[config.mk]
export PLATFORM = sky130hd
export DESIGN_NAME = dcm_lock_ctrl
export DESIGN_NICKNAME = d
export VERILOG_FILES = /design/src/rtl/dcm_lock_ctrl.sv
export SDC_FILE = /design/constraint.sdc
export NUM_CORES = 1
export LEC_CHECK = 0
export ABC_AREA = 1
export BUFFER_PORTS_ARGS = -buffer_cell sky130_fd_sc_hd__clkbuf_2
export CAP_MARGIN = 0
export CORE_UTILIZATION = 35
export CTS_CLUSTER_DIAMETER = 30
export CTS_CLUSTER_SIZE = 20
export DETAILED_ROUTE_END_ITERATION = 10
export SLEW_MARGIN = 20
export SYNTH_ARGS = -nofsm -noshare
export SYNTH_HDL_FRONTEND = slang
export SYNTH_SLANG_ARGS = --single-unit
[constraint.sdc]
create_clock -name clk_i -period 1.5 [get_ports clk_i]
set_input_delay 0.375 -clock clk_i [delete_from_list [all_inputs] [get_ports clk_i]]
set_output_delay 0.375 -clock clk_i [all_outputs]
set_load 0.1 [all_outputs]
[src/rtl/dcm_lock_ctrl.sv]
// DCM bring-up sequencer: pulses DCM reset, waits for a stable lock, then releases system reset.
// Optional macro DCM_STATUS_MON_EN treats a stopped CLKIN (status bit 1) as loss of lock.
module dcm_lock_ctrl #(
  parameter int RST_CYCLES    = 4,
  parameter int LOCK_TIMEOUT  = 65535,
  parameter int STABLE_CYCLES = 1024,
  parameter int MAX_RETRIES   = 3
) (
  input  logic       clk_i,
  input  logic       rst_n_i,
  input  logic       dcm_locked_i,
  input  logic [7:0] dcm_status_i,
  input  logic       restart_i,
  output logic       dcm_rst_o,
  output logic       sys_rst_o,
  output logic       locked_o,
  output logic       fail_o,
  output logic [1:0] retry_cnt_o
);

  typedef enum logic [2:0] {
    S_RESET_DCM,
    S_WAIT_LOCK,
    S_STABLE,
    S_RUN,
    S_FAIL
  } state_t;

  localparam logic [15:0] RST_LAST = 16'(RST_CYCLES - 1);
  localparam logic [15:0] TO_LAST  = 16'(LOCK_TIMEOUT - 1);
  localparam logic [15:0] ST_LAST  = 16'(STABLE_CYCLES - 1);
  localparam logic [1:0]  MAX_R    = 2'(MAX_RETRIES);

  state_t      r_state;
  logic [15:0] r_cnt;
  logic [1:0]  r_retry;
  logic        r_lock_s1;
  logic        r_lock_s2;
  logic        r_dcm_rst;
  logic        r_sys_rst;
  logic        r_locked;
  logic        r_fail;

  state_t      w_nxt;
  logic [15:0] w_cnt_nxt;
  logic [1:0]  w_retry_nxt;
  logic        w_retry_req;
  logic        w_stat_bad;
  logic        w_lost;

  always_ff @(posedge clk_i or negedge rst_n_i) begin
    if (!rst_n_i) begin
      r_lock_s1 <= 1'b0;
      r_lock_s2 <= 1'b0;
    end else begin
      r_lock_s1 <= dcm_locked_i;
      r_lock_s2 <= r_lock_s1;
    end
  end

`ifdef DCM_STATUS_MON_EN
  logic r_stat_s1;
  logic r_stat_s2;
  logic w_unused_status;

  assign w_unused_status = ^{dcm_status_i[7:2], dcm_status_i[0]};

  always_ff @(posedge clk_i or negedge rst_n_i) begin
    if (!rst_n_i) begin
      r_stat_s1 <= 1'b0;
      r_stat_s2 <= 1'b0;
    end else begin
      r_stat_s1 <= dcm_status_i[1];
      r_stat_s2 <= r_stat_s1;
    end
  end

  assign w_stat_bad = r_stat_s2;
`else
  logic w_unused_status;

  assign w_unused_status = ^dcm_status_i;
  assign w_stat_bad      = 1'b0;
`endif

  // Only STABLE and RUN consult w_lost, so status only matters there.
  assign w_lost = !r_lock_s2 || w_stat_bad;

  always_comb begin
    w_nxt       = r_state;
    w_retry_nxt = r_retry;
    w_retry_req = 1'b0;
    w_cnt_nxt   = (r_cnt == 16'hFFFF) ? r_cnt : r_cnt + 16'd1;
    unique case (r_state)
      S_RESET_DCM: begin
        if (r_cnt == RST_LAST) begin
          w_nxt     = S_WAIT_LOCK;
          w_cnt_nxt = '0;
        end
      end
      S_WAIT_LOCK: begin
        if (r_lock_s2) begin
          w_nxt     = S_STABLE;
          w_cnt_nxt = '0;
        end else if (r_cnt == TO_LAST) begin
          w_retry_req = 1'b1;
        end
      end
      S_STABLE: begin
        if (w_lost) begin
          w_retry_req = 1'b1;
        end else if (r_cnt == ST_LAST) begin
          w_nxt       = S_RUN;
          w_retry_nxt = '0;
        end
      end
      S_RUN: begin
        if (w_lost) w_retry_req = 1'b1;
      end
      S_FAIL: begin
        if (restart_i) begin
          w_nxt       = S_RESET_DCM;
          w_retry_nxt = '0;
          w_cnt_nxt   = '0;
        end
      end
      default: begin
        w_nxt     = S_RESET_DCM;
        w_cnt_nxt = '0;
      end
    endcase
    if (w_retry_req) begin
      w_cnt_nxt = '0;
      if (r_retry == MAX_R) begin
        w_nxt = S_FAIL;
      end else begin
        w_nxt       = S_RESET_DCM;
        w_retry_nxt = r_retry + 2'd1;
      end
    end
  end

  always_ff @(posedge clk_i or negedge rst_n_i) begin
    if (!rst_n_i) begin
      r_state   <= S_RESET_DCM;
      r_cnt     <= '0;
      r_retry   <= '0;
      r_dcm_rst <= 1'b1;
      r_sys_rst <= 1'b1;
      r_locked  <= 1'b0;
      r_fail    <= 1'b0;
    end else begin
      r_state   <= w_nxt;
      r_cnt     <= w_cnt_nxt;
      r_retry   <= w_retry_nxt;
      r_dcm_rst <= (w_nxt == S_RESET_DCM);
      r_sys_rst <= (w_nxt != S_RUN);
      r_locked  <= (w_nxt == S_RUN);
      r_fail    <= (w_nxt == S_FAIL);
    end
  end

  assign dcm_rst_o   = r_dcm_rst;
  assign sys_rst_o   = r_sys_rst;
  assign locked_o    = r_locked;
  assign fail_o      = r_fail;
  assign retry_cnt_o = r_retry;

endmodule
Word-level counts from Yosys, hierarchy flattened:

Cells that the tools add are included.

* bits in latches: 0
* word-level logic and storage cells: 50
* memory bits (writable): 0
* memory bits (read-only): 0
* input bits: 12
* memories kept: 0
* register bits: 27
* output and inout bits: 6

* reductions and logical operators: 3
* div/mod/pow operators: 0
* magnitude comparators: 0
* equal/unequal tests: 12
* $mul: 0
* bitwise logic cells: 0
* add/subtract/negate cells: 2
* multiplexer cells: 24
* shift operators: 0

Operators with widths (number)
* $mux W16: 5
* $pmux W16 S4: 1
* $eq A16 B16 Y1 const B: 2
* $mux W3: 7
* $add A16 B1 Y16 const B: 1
* $eq A16 B10 Y1 const B: 1
* $eq A16 B2 Y1 const B: 1
* $pmux W3 S5: 1
* $mux W2: 5
* $eq A3 B2 Y1 const B: 3
* $eq A3 B3 Y1 const B: 2
* $logic_not A3 Y1: 2
* $pmux W2 S2: 1
* $eq A3 B1 Y1 const B: 1
* $mux W1: 3
* $ne A3 B2 Y1 const B: 1
* $add A2 B1 Y2 const B: 1
* $eq A2 B2 Y1 const B: 1
* $pmux W1 S2: 1
* $reduce_or A2 Y1: 1

Logic depth before layout (Yosys ltp):

* depth after elaboration: 6
* mapped depth: 12
* depth with buffers taken out: 12

Least setup slack after synthesis:

Ideal clock, no wire load.

* path type: register -> register
* start: register r_retry[0] (netlist: retry_cnt_o[0])
* end: register r_retry[0] (netlist: retry_cnt_o[0])
* slack: -0.120 ns
* arrival: 1.497 ns
* required time: 1.377 ns
* stages on the path, launching flop included: 6
* setup time: 0.123 ns
* cells stage by stage: dfrtp_1 -> ha_1 -> nand3b_1 -> inv_1 -> nand2_1 -> nand2_1

* cells in the longest elaborated chain, start to end: 5
* elaborated cells between the ends (all ways): 8
* classes of those cells: add/sub: 1; eq/ne: 1; mux: 6

Ends and longest elaborated chain
* from (decl): line 36 `logic [1:0] r_retry;`
* from (signal assigned): line 155 `r_retry <= w_retry_nxt;`
* $mux W2: line 112 `end else if (r_cnt == ST_LAST) begin`
* $mux W2: line 110 `if (w_lost) begin`
* $pmux W2 S2: line 94 `unique case (r_state)`
* $mux W2: line 134 `if (r_retry == MAX_R) begin`
* $mux W2 (*): line 132 `if (w_retry_req) begin`
* named net w_retry_nxt[0]: line 46 `logic [1:0] w_retry_nxt;`

Mark *: on every way through the listed nets, which the timed path passes. The rest lies on a longest branch.

Worst setup path in the final report:

* start: register r_cnt[0]
* end: register r_cnt[11]

* cells in the longest elaborated chain, start to end: 5
* elaborated cells between the ends (all ways): 13
* classes of those cells: add/sub: 1; eq/ne: 3; mux: 9

Ends and longest elaborated chain
* from (decl): line 35 `logic [15:0] r_cnt;`
* from (signal assigned): line 154 `r_cnt <= w_cnt_nxt;`
* $add A16 B1 Y16, or another cell as far along: line 93 `w_cnt_nxt = (r_cnt == 16'hFFFF) ? r_cnt : r_cnt + 16'd1;`
* $mux W16 or $mux W1 (tied branches): line 93, 105
* $mux W16, or another cell as far along: line 121 `if (restart_i) begin`
* $pmux W16 S4 or $pmux W1 S2 (tied branches): line 94
* $mux W16 (*): line 132
* named net w_cnt_nxt[11]: line 45 `logic [15:0] w_cnt_nxt;`

Marks and branches as above.

==> flow_summary_export.csv <==
group,metric,value,unit
status,outcome,"complete, but fails checks",
status,violations,"negative setup slack",
sta,fin_worst_skew,9.20,ps
floorplanning,die_area,0.00479,sq mm
drt,post-route-drc-count,0,
floorplanning,die_y,69.2,um
place,place_area,0.00183,sq mm
final_layout,largest_register_ffs,16,
worst_setup_path,path_cells,"inv_2 > ha_1 > inv_1 > nor2_2 > nand2_1 > nor2_2 > nand2_2 > nand2_4 > nand2_8 > nand3_4 > nor2_1",
final_layout,layout-drive-gt1-share,35.2,%
floorplanning,ioPinCount,18,
power_and_ir_drop,vdd_drop_max,841,uV
worst_setup_path,path_class,"reg2reg",
sta,worstMarginPinSlew,412,ps
sta,rsz0062_at_grt,"yes",
sta,worst_slew_margin_rel,72.5,%
worst_setup_path,end_kind,"flip-flop",
worst_setup_path,critPathSlowestCell,"dfrtp_1",
power_and_ir_drop,power_density,1420,mW/mm^2
final_layout,largest-register,"r_cnt",
sta,maxSlewViolCount,0,
final_layout,n_fill_cell,424,
sta,worst_slack,-48.9,ps
sta,period_share,103,%
synthesis,ys_ff_latch,27,
clock_tree,clkTransAtPathRegs,100,ps
clock_tree,cts.sinks,27,
flow_run,max-cap-violations,0,
drt,drtIter0Drc,56,
final_layout,design_area,0.00203,sq mm
hold_path,hold_path.class,"in2async",
floorplanning,fp-row-count,24,
floorplanning,start_util,36.3,%
clock_tree,clock_path_buffers,2,
final_layout,final_cells,288,
synthesis,synth-edff-count,0,
global_route,grt_busiest_layer,"met2",
worst_setup_path,crit_top_cell,"nor2_2",
clock_tree,cts_tree,"yes",
worst_setup_path,crit_required,1670,ps
global_route,grtUsageMet2,24.2,%
worst_setup_path,critPathMaxFanout,8,
synthesis,ys_seq_area_share,42.9,%
final_layout,nets,252,
clock_tree,hold_buffers,0,
floorplanning,core,0.00435,sq mm
synthesis,async_flop_share,100,%
global_route,antenna_found_initial,0,
final_layout,mostFrequentLayoutCells,"41 x nand2_1, 31 x nor2_1, 23 x dfrtp_1",
synthesis,ys_warn_count,0,
sta,finalSetupTns,-305,ps
floorplanning,fp.dieW,69.2,um
drt,dr_total_vias,1389,
clock_tree,cts_buffers,3,
final_layout,synthToLayoutAreaGrowth,28.6,%
sta,max_freq,646,MHz
clock_tree,htreeDepth,1,
place,place.gp.congestion,0.807,
drt,vias_per_cell,4.82,
global_route,track_usage,14.5,%
final_layout,diodes,0,
synthesis,syn-num-nets,221,
synthesis,ys_types,25,
place,dp_hpwl,2330,um
worst_setup_path,cp-start-kind,"flip-flop",
global_route,grt_max_degree,17,
sta,report.final.setup_viol,15,
drt,drtPass1Iterations,4,
worst_setup_path,max_stage_delay,400,ps
global_route,grtUsageMet3,2.62,%
synthesis,synth_area,0.00158,sq mm
synthesis,yosys_most_used_dff,"dfrtp_1",
sta,hold_viol,0,
final_layout,layout_commonest_cell,"nand2_1",
drt,ant_nets,0,
clock_tree,clock-root-buffer,"clkbuf_8",
global_route,grt_first_pass_wirelength,5580,um
worst_setup_path,arrival,1710,ps
synthesis,syn_inst,206,
global_route,first_global_vias,1252,
power_and_ir_drop,leakagePower,0.000961,uW
global_route,gr-total-overflow,0,
clock_tree,clock_latency,280,ps
drt,routedWlPerCell,12.2,um
place,io_buffers,9,
sta,finalCriticalPeriod,1550,ps
global_route,grtUsageMet1,19.1,%
synthesis,syn_area_per_cell,7.68,sq um
place,dpl.cell_count,277,
drt,finalWirelength,3510,um
==> final cells by class <==
type,count,area (sq um),area share [%]
timing repair buffer,26,254,12.5
multi-input combinational,157,901,44.3
clock buffer,3,41.3,2.03
inverter,22,85.1,4.18
tap,52,65.1,3.20
sequential,27,681,33.5
clock inverter,1,7.51,0.369
==> critical path: cells and delay by family, from the launching register on <==
kind | cells | cell delay (ps)
AND/OR/NAND/NOR | 8 | 810
flip-flops | 1 | 400
adder cells (fa/ha/maj) | 1 | 130
buffers and inverters | 2 | 110
==> per-stage QoR <==
step                      hold slack [ps]  power (uW)  worst slack [ps]  utilization [%]
after detailed placement              328        2280             -88.7             42.1
after CTS                            20.2        2810             -7.82             44.2
after global routing                 27.1        3070              -138             46.7
after global placement                323        2270              -106             42.1
final                                3.86        2890             -48.9             46.7
after floorplan                      79.4        1950              26.0                -
==> synth_stat cells, types with 2 or more instances <==
master | instances | area [sq um]
inv_1 | 18 | 67.6
nor2_2 | 13 | 81.3
nand2_1 | 46 | 173
nand3_1 | 11 | 55.1
dfstp_2 | 2 | 52.6
nor2_1 | 39 | 146
dfrtp_1 | 25 | 626
nand2_4 | 3 | 33.8
inv_2 | 4 | 15.0
a21oi_1 | 4 | 20.0
nor3_1 | 5 | 25.0
nand2_2 | 5 | 31.3
xor2_1 | 5 | 43.8
nand4_1 | 6 | 37.5
ha_1 | 3 | 37.5
o21ai_0 | 8 | 40.0
==> final timing paths <==
check	endpoint	start	cells after the start	slack [ps]
worst min register to register	r_lock_s2	r_lock_s1	0	360
max in group asynchronous	sys_rst_o	rst_n_i	2	990
worst min-delay path	retry_cnt_o[0]	rst_n_i	1	4
worst max-delay path	r_cnt[11]	r_cnt[0]	11	-50
min in group clk_i	r_lock_s1	dcm_locked_i	1	200
worst max register to register	r_cnt[11]	r_cnt[0]	11	-50
==> report_power, final <==
group / switching [uW] / total, uW / internal (uW)
clock: 243 / 432 / 189
sequential: 130 / 988 / 858
combinational: 931 / 1470 / 536
total: 1300 / 2890 / 1580
==> what timing repair did <==
action	in CTS	in global routing
gates resized for setup	10	19
pin swaps	4	10
endpoints found under the setup margin	19	22
setup buffers	0	6
cloned	1	0
==> routing by layer <==
layer	vias to the layer above	wire length, um	part of all wire [%]
li1	719	-	-
met1	650	1600	46
met2	14	1760	50
met3	6	94	2.7
met4	0	55	1.6
met5	-	0	0
==> cell families after synthesis <==
logic type	after synthesis	share of synthesized area (%)
AND/OR/NAND/NOR	134	40.6
flip-flops	27	42.9
buffers and inverters	23	6.49
AO/OA/AOI/OAI	13	4.35
XOR/XNOR	6	3.32
adder cells (fa/ha/maj)	3	2.37
Note: power is estimated with default switching activity, not from simulation.
